==> config.mk <==
export PLATFORM = sky130hd
export DESIGN_NAME = ghash_acc_flat
export DESIGN_NICKNAME = d
export VERILOG_FILES = /design/src/rtl/ghash_acc_pkg.sv /design/src/rtl/ghash_acc_if.sv /design/src/rtl/ghash_acc_gfm.sv /design/src/rtl/ghash_acc.sv /design/src/flat_wrapper.sv
export SDC_FILE = /design/constraint.sdc
export NUM_CORES = 2
export LEC_CHECK = 0
export ABC_CLOCK_PERIOD_IN_PS = 2600
export BUFFER_PORTS_ARGS = -buffer_cell sky130_fd_sc_hd__buf_2
export CAP_MARGIN = 20
export CORE_AREA = 4 4 377 379
export CTS_CLUSTER_SIZE = 10
export DETAILED_ROUTE_END_ITERATION = 12
export DIE_AREA = 0 0 381 383
export PLACE_DENSITY = 0.77
export SLEW_MARGIN = 10
export SYNTH_ARGS = -nofsm -noshare
export SYNTH_HDL_FRONTEND = slang
export SYNTH_SLANG_ARGS = --single-unit
==> constraint.sdc <==
create_clock -name clk -period 2.6 [get_ports clk]
set_input_delay 0.39 -clock clk [delete_from_list [all_inputs] [get_ports clk]]
set_output_delay 0.39 -clock clk [all_outputs]
set_load 0.01 [all_outputs]
==> src/rtl/ghash_acc_pkg.sv <==
// Shared GCM definitions: field width, default reduction polynomial and the
// accumulator state encoding.
package ghash_acc_pkg;

  localparam int GCM_BITS = 128;

  // x^128 + x^7 + x^2 + x + 1
  localparam logic [GCM_BITS:0] GCM_POLY = 129'h1_0000_0000_0000_0000_0000_0000_0000_0087;

  typedef enum logic [1:0] {
    IDLE   = 2'd0,
    ACCEPT = 2'd1,
    MUL    = 2'd2,
    OUT    = 2'd3
  } ghash_state_e;

endpackage

==> src/rtl/ghash_acc_if.sv <==
// Key load, block input and tag output handshakes of the GHASH accumulator.
interface ghash_acc_if
  import ghash_acc_pkg::*;
#(
  parameter int BITS = GCM_BITS
);

  logic            key_valid;
  logic [BITS-1:0] key;
  logic            in_valid;
  logic            in_ready;
  logic [BITS-1:0] in_data;
  logic            in_last;
  logic            out_valid;
  logic            out_ready;
  logic [BITS-1:0] out_tag;

  modport master (
    output key_valid, key, in_valid, in_data, in_last, out_ready,
    input  in_ready, out_valid, out_tag
  );

  modport slave (
    input  key_valid, key, in_valid, in_data, in_last, out_ready,
    output in_ready, out_valid, out_tag
  );

endinterface

==> src/rtl/ghash_acc_gfm.sv <==
// Iterative GF(2^n) multiplier, MSB-first shift-and-add over GFM_CYCLES cycles.
// done pulses GFM_CYCLES cycles after en is sampled; en is ignored while busy.
module gfm
  import ghash_acc_pkg::*;
#(
  parameter int                  GFM_BITS   = GCM_BITS,
  parameter int                  GFM_CYCLES = 8,
  parameter logic [GFM_BITS:0]   POLYNOMIAL = GCM_POLY
) (
  input  logic                clk,
  input  logic                reset,
  input  logic                en,
  input  logic [GFM_BITS-1:0] a,
  input  logic [GFM_BITS-1:0] b,
  output logic [GFM_BITS-1:0] result,
  output logic                done
);

  localparam int STEP = GFM_BITS / GFM_CYCLES;
  localparam int CW   = $clog2(GFM_CYCLES + 1);

  logic [GFM_BITS-1:0] r_a;
  logic [GFM_BITS-1:0] r_b;
  logic [GFM_BITS-1:0] r_acc;
  logic [GFM_BITS-1:0] r_result;
  logic [CW-1:0]       r_cnt;
  logic                r_busy;
  logic                r_done;

  logic [GFM_BITS-1:0] w_acc;
  logic [GFM_BITS-1:0] w_b;

  // Horner step per bit of b: acc = acc*x mod P, then add a when the bit is set.
  always_comb begin
    w_acc = r_acc;
    w_b   = r_b;
    for (int i = 0; i < STEP; i++) begin
      w_acc = {w_acc[GFM_BITS-2:0], 1'b0} ^ (w_acc[GFM_BITS-1] ? POLYNOMIAL[GFM_BITS-1:0] : '0);
      if (w_b[GFM_BITS-1]) begin
        w_acc = w_acc ^ r_a;
      end
      w_b = {w_b[GFM_BITS-2:0], 1'b0};
    end
  end

  always_ff @(posedge clk or posedge reset) begin
    if (reset) begin
      r_a      <= '0;
      r_b      <= '0;
      r_acc    <= '0;
      r_result <= '0;
      r_cnt    <= '0;
      r_busy   <= 1'b0;
      r_done   <= 1'b0;
    end else begin
      r_done <= 1'b0;
      if (en && !r_busy) begin
        r_a    <= a;
        r_b    <= b;
        r_acc  <= '0;
        r_cnt  <= CW'(GFM_CYCLES);
        r_busy <= 1'b1;
      end else if (r_busy) begin
        r_acc <= w_acc;
        r_b   <= w_b;
        r_cnt <= r_cnt - CW'(1);
        if (r_cnt == CW'(1)) begin
          r_busy   <= 1'b0;
          r_result <= w_acc;
          r_done   <= 1'b1;
        end
      end
    end
  end

  assign result = r_result;
  assign done   = r_done;

endmodule

==> src/rtl/ghash_acc.sv <==
// GHASH accumulator: Y <= (Y ^ X) * H per accepted block, tag presented after the last block.
//   state  | meaning
//   IDLE   | no key since reset; waiting for key_valid
//   ACCEPT | in_ready high; key reload or block handshake
//   MUL    | multiply outstanding; waiting for gfm done
//   OUT    | tag held on out_tag until out_ready
module ghash_acc
  import ghash_acc_pkg::*;
#(
  parameter int                GFM_BITS   = GCM_BITS,
  parameter int                GFM_CYCLES = 8,
  parameter logic [GFM_BITS:0] POLYNOMIAL = GCM_POLY
) (
  input  logic        clk,
  input  logic        reset,
  ghash_acc_if.slave  bus
);

  ghash_state_e        r_state;
  logic [GFM_BITS-1:0] r_h;
  logic [GFM_BITS-1:0] r_y;
  logic                r_last;
  logic                r_gfm_en;
  logic [GFM_BITS-1:0] r_gfm_a;
  logic                r_in_ready;
  logic                r_out_valid;
  logic [GFM_BITS-1:0] r_out_tag;

  logic                w_gfm_reset;
  logic [GFM_BITS-1:0] w_gfm_result;
  logic                w_gfm_done;

  assign w_gfm_reset = ~reset;

  gfm #(
    .GFM_BITS   (GFM_BITS),
    .GFM_CYCLES (GFM_CYCLES),
    .POLYNOMIAL (POLYNOMIAL)
  ) u_gfm (
    .clk    (clk),
    .reset  (w_gfm_reset),
    .en     (r_gfm_en),
    .a      (r_gfm_a),
    .b      (r_h),
    .result (w_gfm_result),
    .done   (w_gfm_done)
  );

  always_ff @(posedge clk or negedge reset) begin
    if (!reset) begin
      r_state     <= IDLE;
      r_h         <= '0;
      r_y         <= '0;
      r_last      <= 1'b0;
      r_gfm_en    <= 1'b0;
      r_gfm_a     <= '0;
      r_in_ready  <= 1'b0;
      r_out_valid <= 1'b0;
      r_out_tag   <= '0;
    end else begin
      r_gfm_en <= 1'b0;
      case (r_state)
        IDLE: begin
          if (bus.key_valid) begin
            r_h        <= bus.key;
            r_y        <= '0;
            r_in_ready <= 1'b1;
            r_state    <= ACCEPT;
          end
        end
        ACCEPT: begin
          // A key load takes precedence over a block offered in the same cycle.
          if (bus.key_valid) begin
            r_h <= bus.key;
            r_y <= '0;
          end else if (bus.in_valid) begin
            r_last     <= bus.in_last;
            r_gfm_a    <= r_y ^ bus.in_data;
            r_gfm_en   <= 1'b1;
            r_in_ready <= 1'b0;
            r_state    <= MUL;
          end
        end
        MUL: begin
          if (w_gfm_done) begin
            r_y <= w_gfm_result;
            if (r_last) begin
              r_out_tag   <= w_gfm_result;
              r_out_valid <= 1'b1;
              r_state     <= OUT;
            end else begin
              r_in_ready <= 1'b1;
              r_state    <= ACCEPT;
            end
          end
        end
        OUT: begin
          if (bus.out_ready) begin
            r_y         <= '0;
            r_last      <= 1'b0;
            r_out_valid <= 1'b0;
            r_in_ready  <= 1'b1;
            r_state     <= ACCEPT;
          end
        end
        default: r_state <= IDLE;
      endcase
    end
  end

  assign bus.in_ready  = r_in_ready;
  assign bus.out_valid = r_out_valid;
  assign bus.out_tag   = r_out_tag;

endmodule

==> src/flat_wrapper.sv <==
// flat-port wrapper written by rule: the top's interface ports become plain ports
module ghash_acc_flat import ghash_acc_pkg::*;
#(
  parameter int                GFM_BITS   = GCM_BITS,
  parameter int                GFM_CYCLES = 8,
  parameter logic [GFM_BITS:0] POLYNOMIAL = GCM_POLY
)
  (clk, reset, bus_key_valid, bus_key, bus_in_valid, bus_in_data, bus_in_last, bus_out_ready, bus_in_ready, bus_out_valid, bus_out_tag);
  ghash_acc_if #(.BITS(128)) bus_i ();
  input  logic clk;
  input  logic reset;
  input wire logic [$bits(bus_i.key_valid)-1:0] bus_key_valid;
  input wire logic [$bits(bus_i.key)-1:0] bus_key;
  input wire logic [$bits(bus_i.in_valid)-1:0] bus_in_valid;
  input wire logic [$bits(bus_i.in_data)-1:0] bus_in_data;
  input wire logic [$bits(bus_i.in_last)-1:0] bus_in_last;
  input wire logic [$bits(bus_i.out_ready)-1:0] bus_out_ready;
  output wire logic [$bits(bus_i.in_ready)-1:0] bus_in_ready;
  output wire logic [$bits(bus_i.out_valid)-1:0] bus_out_valid;
  output wire logic [$bits(bus_i.out_tag)-1:0] bus_out_tag;
  assign bus_i.key_valid = bus_key_valid;
  assign bus_i.key = bus_key;
  assign bus_i.in_valid = bus_in_valid;
  assign bus_i.in_data = bus_in_data;
  assign bus_i.in_last = bus_in_last;
  assign bus_i.out_ready = bus_out_ready;
  assign bus_in_ready = bus_i.in_ready;
  assign bus_out_valid = bus_i.out_valid;
  assign bus_out_tag = bus_i.out_tag;
  ghash_acc #(.GFM_BITS(GFM_BITS), .GFM_CYCLES(GFM_CYCLES), .POLYNOMIAL(POLYNOMIAL)) u_core (.clk(clk), .reset(reset), .bus(bus_i));
endmodule
Word-level counts from Yosys, hierarchy flattened
Index checks and enable logic that the tools add are counted.

Output and inout port bits: 130. Word-level logic and storage cells: 152. Input port bits: 262. Register bits after elaboration: 1036.

Bitwise logic cells: 35. Mux-type cells: 72. Equality and inequality tests: 12. Reductions and logical operators: 16. Add/subtract/negate cells: 1.

Operators by type and width (count): 2-to-1 mux 128 bit (23); bitwise XOR 128 bit (18); bitwise XOR 128 x 8 -> 128 bit (15); one-hot mux 128 bit (3 select lines) (1); 2-to-1 mux 8 bit (16); 2-to-1 mux 1 bit (20); 2-to-1 mux 2 bit (6); != test 2 bit, second input constant (6); AND reduction 3 bit (4); 2-to-1 mux 4 bit (2); one-hot mux 2 bit (4 select lines) (1); AND reduction 4 bit (2); AND reduction 6 bit (1); nonzero test 2 bit (3); AND reduction 5 bit (1); equality test 2 bit, second input constant (2); equality test 4 x 1 -> 1 bit, second input constant (1); != test 2 x 1 -> 1 bit, second input constant (2); one-hot mux 1 bit (2 select lines) (2); one-hot mux 1 bit (4 select lines) (1); subtractor 4 x 1 -> 4 bit, second input constant (1); equality test 2 x 1 -> 1 bit, second input constant (1); zero test 2 bit (1); inverter 1 bit (2); 4 further kinds (4).

Longest topological paths before layout
Depth after elaboration: 66. Gate-level depth with buffers: 11. Gate-level depth less buffers: 8.

Hierarchy
From an unflattened synthesis, not the netlist that was laid out.

Cells, all modules: 8043. Area total of the unflattened synthesis: 70077.2 µm².

By module, submodules not included: gfm (instances 1, cells an instance 6363, area an instance 49334.8 µm², sequential area each 12962.4 µm²); ghash_acc (instances 1, cells an instance 1680, area an instance 20742.4 µm², sequential area each 12962.4 µm²).

Worst setup path after synthesis
Ideal clock, no wire load.

Path kind: register to register. From: reg u_core.u_gfm.r_a[122]. To: reg u_core.u_gfm.r_acc[8]. Library setup time: 0.133 ns. Data arrival time: 2.327 ns. Path slack: 0.139 ns. Stages on the path, launching flop included: 9. Clock period less this slack: 2.461 ns. Required time: 2.467 ns. Buffers on the path: 1. Path through: dfrtp_1 > buf_6 > nand2_1 > xnor3_1 > xnor3_1 > xnor3_2 > xnor3_1 > xnor2_1 > o21ai_0.

Longest elaborated chain between the ends: 47. Elaborated cells between the ends (all ways): 50. Classes of those cells: 21 x mux; 29 x bitwise.

RTL lines: from (decl) (line ghash_acc_gfm.sv:22) `logic [GFM_BITS-1:0] r_a;`; from (signal assigned) (line ghash_acc_gfm.sv:48) `r_a <= '0;`; from (signal assigned) (line ghash_acc_gfm.sv:58) `r_a <= a;`; bitwise XOR 128 bit (line ghash_acc_gfm.sv:40) `w_acc = w_acc ^ r_a;`; 2-to-1 mux 128 bit (line ghash_acc_gfm.sv:39) `if (w_b[GFM_BITS-1]) begin`; bitwise XOR 128 x 8 -> 128 bit (line ghash_acc_gfm.sv:38) `w_acc = {w_acc[GFM_BITS-2:0], 1'b0} ^ (w_acc[GFM_BITS-1] ? POLYNOMIAL[GFM_BITS-1:0] : '0);`; bitwise XOR 128 bit (line ghash_acc_gfm.sv:40); 2-to-1 mux 128 bit (line ghash_acc_gfm.sv:39); bitwise XOR 128 x 8 -> 128 bit (line ghash_acc_gfm.sv:38); bitwise XOR 128 bit (line ghash_acc_gfm.sv:40); 2-to-1 mux 128 bit (line ghash_acc_gfm.sv:39); [31 not listed]; bitwise XOR 128 x 8 -> 128 bit (*) (line ghash_acc_gfm.sv:38); bitwise XOR 128 bit (line ghash_acc_gfm.sv:40); 2-to-1 mux 128 bit (*) (line ghash_acc_gfm.sv:39); bitwise XOR 128 x 8 -> 128 bit (*) (line ghash_acc_gfm.sv:38); bitwise XOR 128 bit (line ghash_acc_gfm.sv:40); 2-to-1 mux 128 bit (*) (line ghash_acc_gfm.sv:39); 2-to-1 mux 128 bit (*) (line ghash_acc_gfm.sv:63) `end else if (r_busy) begin`; 2-to-1 mux 128 bit (*) (line ghash_acc_gfm.sv:57) `if (en && !r_busy) begin`; to (signal assigned) (line ghash_acc_gfm.sv:64) `r_acc <= w_acc;`; to (decl) (line ghash_acc_gfm.sv:24) `logic [GFM_BITS-1:0] r_acc;`.

Every way passes the cells marked *; elsewhere a longest branch is shown, timed or not. The select of a mux whose other input is x is not followed. A chain may end at the register's enable or synchronous reset.

Worst setup path after layout
From: reg u_core.u_gfm.r_b[113]. To: reg u_core.u_gfm.r_acc[98].

Longest elaborated chain between the ends: 6.

RTL lines: from (decl) (line ghash_acc_gfm.sv:23) `logic [GFM_BITS-1:0] r_b;`; from (signal assigned) (line ghash_acc_gfm.sv:65) `r_b <= w_b;`; 2-to-1 mux 128 bit (*) (line ghash_acc_gfm.sv:39); bitwise XOR 128 x 8 -> 128 bit (*) (line ghash_acc_gfm.sv:38); bitwise XOR 128 bit (line ghash_acc_gfm.sv:40); 2-to-1 mux 128 bit (*) (line ghash_acc_gfm.sv:39); 2-to-1 mux 128 bit (*) (line ghash_acc_gfm.sv:63); 2-to-1 mux 128 bit (*) (line ghash_acc_gfm.sv:57).

Marked as above.

==> flow_summary.ini <==
[outcome]
status = complete, no violations

[critical_path]
crit_arrival_ns = 3.20
cp-end-kind = flop
cp.required_ns = 3.21
rrSetupSlack_ns = 0.007
worstSetupStartpointType = flop
worstSetupPathType = flop to flop
path_max_fanout = 61

[floorplanning]
fp.dieH_um = 383
die-width_um = 381
num_rows = 137
initial_core_util_pct = 49.8
die_area_um2 = 146000
ios = 392
core-area_um2 = 139000

[grt]
grt_first_pass_wirelength_mm = 338
grt_pass1_vias = 59584
met1_usage_pct = 36.9
use_met2_pct = 47.3
antenna_found_initial = 5
overflow = 0
met3_usage_pct = 6.13
grt_max_degree = 223
grt-busiest-layer = met2
grt_use_total_pct = 29.2

[power]
ir_worst_vdd_v = 0.000949
p_leak_nw = 33.0
power.density_nw_per_um2 = 1250

[cells_and_area]
layout_common_cells = nand2_1 (3105), xnor2_1 (1536), dfrtp_1 (1015), o21ai_0 (514), xor2_1 (401)
areaGrowthSynthToFinish_pct = 17.3
final_common_cell = nand2_1
fin_nets = 8701
final_util_pct = 58.4
layout-drive-gt1-share_pct = 15.4
final_cell_count_no_fill = 10294

[timing]
finalSetupViolCount = 0
fin_crit_sh_pct = 99.7
hold_violations = 0
slew_headroom_pct = 15.3
rsz0062_at_grt = yes
tightest_slew_ns = 1.27
min_period_ns = 2.59
fin_hold_ws_ns = 0.0477
fmax_mhz = 386
report.final.slew_viol_count = 0
clock_skew_ns = 0.0752

[cts]
clk_path_buf_depth = 3
clk_latency_ns = 0.81
cts_tree = done
htree_num_levels = 4
cts_buffers = 130
clk_pin_slew_worst_paths_ns = 0.06
cts_root_buf = clkbuf_16
cts.sinks = 1036

[yosys]
ys_types = 28
seq_area_frac_synth_pct = 37.5
ys_seq_elements = 1036
postSynthNetCount = 8315
ys_warn_count = 0
synth_area_leader_cell = dfrtp_1
yosysTopAreaCellShare_pct = 37.5
syn_avg_cell_area_um2 = 8.59
synth.area.top_cells = dfrtp_1 (37%), xnor2_1 (20%), nand2_1 (17%)
synthesis.instances = 8046
synth_area_um2 = 69100

[routing]
vias = 58244
wirelength_mm = 221
wl_per_cell_um = 21.5
first_iter_violations = 7134
vias_per_cell = 5.66
ant_nets = 0
drt-pass1-iter-count = 6
drc_errors = 0

[place]
dp_hpwl_mm = 135
numPlacedInstances = 9827
gp_congestion = 0.916
port_buffers = 391

[worst_hold_path]
min_path_type = input port to flop

[run]
drv_cap = 0
where the power goes:
group / switching [W] / leakage [nW] / total [W] / internal [W]
clock: 0.00746 / 1.95 / 0.0174 / 0.00996
combinational: 0.0274 / 17.7 / 0.0523 / 0.0248
sequential: 0.00946 / 13.4 / 0.0317 / 0.0222
total: 0.0444 / 33.0 / 0.101 / 0.0570
logic make-up (layout without fill, tap and decap cells):
| family | count (synthesis) | count (layout) | synth area share [%] |
|---|---|---|---|
| flops | 1036 | 1036 | 37.5 |
| simple gates | 3153 | 3153 | 17.2 |
| other cells | 0 | 2 | 0 |
| buf+inv | 717 | 1156 | 3.97 |
| mux | 516 | 516 | 8.17 |
| xor+xnor | 2083 | 2083 | 29.2 |
| fa+ha+maj | 7 | 7 | 0.127 |
| compound gates | 534 | 534 | 3.88 |
what timing repair did:
item | in CTS | in global routing
endpoints found under the setup margin | 1 | 55
pin swaps | 0 | 6
buffers inserted | 0 | 13
gates resized for setup | 1 | 38
hold endpoints to repair | 345 | 0
cloned | 0 | 9
hold buffers | 258 | 0
cell type report:
| cell class | instances | area [µm²] |
|---|---|---|
| inverters | 11 | 46.3 |
| diodes | 2 | 5.00 |
| multi-input cells | 6293 | 40600 |
| flip-flops and latches | 1036 | 26000 |
| well taps | 1807 | 2260 |
| fillers | 11500 | 57800 |
| clock buffers | 154 | 3420 |
| repair buffers | 960 | 8120 |
| clock inverters | 31 | 638 |
synth_stat cells:
master,n
nand2_1,3107
xnor2_1,1542
dfrtp_1,1036
o21ai_0,518
clkbuf_1,510
xor2_1,402
mux2_2,388
buf_1,156
xnor3_1,136
mux2i_1,128
buf_2,39
nor2_1,21
nand3_1,17
a21oi_1,11
inv_1,11
ha_1,7
and3_1,3
a21o_1,2
nor2b_1,2
nor3_1,2
a22o_1,1
a31oi_1,1
buf_6,1
o21ai_1,1
or4b_2,1
xnor2_4,1
xnor3_2,1
xor3_1,1
worst max-delay path, stage by stage (launching register included):
cell     delay [ns]
dfrtp_4        0.53
buf_12         0.38
nand2_1        0.11
xor2_1         0.19
xnor2_1        0.27
xnor2_1        0.21
xnor3_2        0.46
nand2_1        0.09
o21ai_0        0.09
per-stage QoR:
step           total power [W]  cell area [µm²]  setup TNS (ns)  setup WS, ns
2_1_floorplan           0.0644            69100               0         0.139
3_3_place_gp            0.0795            73900         -0.0168       -0.0162
3_5_place_dp            0.0810            73900               0        0.0149
4_1_cts                 0.0992            80600               0       0.00122
5_1_grt                  0.106            81100          -0.274       -0.0565
6_report                 0.101            81100               0       0.00735
state kept, by name, indices dropped and copies added (netlist names):
signal                cells
u_core.u_gfm.done         1
u_core.bus.out_tag      128
u_core.r_state            2
u_core.bus.in_ready       1
u_core.r_gfm_a          128
u_core.r_y              128
u_core.u_gfm.r_cnt        4
u_core.u_gfm.result     128
u_core.u_gfm.r_b        128
u_core.r_h              128
u_core.r_last             1
u_core.u_gfm.r_busy       1
u_core.u_gfm.r_a        128
u_core.bus.out_valid      1
u_core.u_gfm.r_acc      128
u_core.r_gfm_en           1
final timing paths:
kind / depth (start not counted) / end / from
worst min register to register: 2 / u_core.r_gfm_a[102] / u_core.r_gfm_a[102]
worst max register to register: 8 / u_core.u_gfm.r_acc[98] / u_core.u_gfm.r_b[113]
min in group asynchronous: 2 / u_core.bus.out_tag[39] / reset
worst max-delay path: 8 / u_core.u_gfm.r_acc[98] / u_core.u_gfm.r_b[113]
worst min-delay path: 3 / u_core.r_gfm_a[108] / bus_in_data[108]
max in group asynchronous: 4 / u_core.u_gfm.r_b[112] / reset
per-layer routing:
metal	wire (µm)	up-vias
li1	-	25640
met1	83600	28069
met2	101000	3599
met3	23400	930
met4	12800	6
met5	29	-
Note: power is estimated with default switching activity, not from simulation.
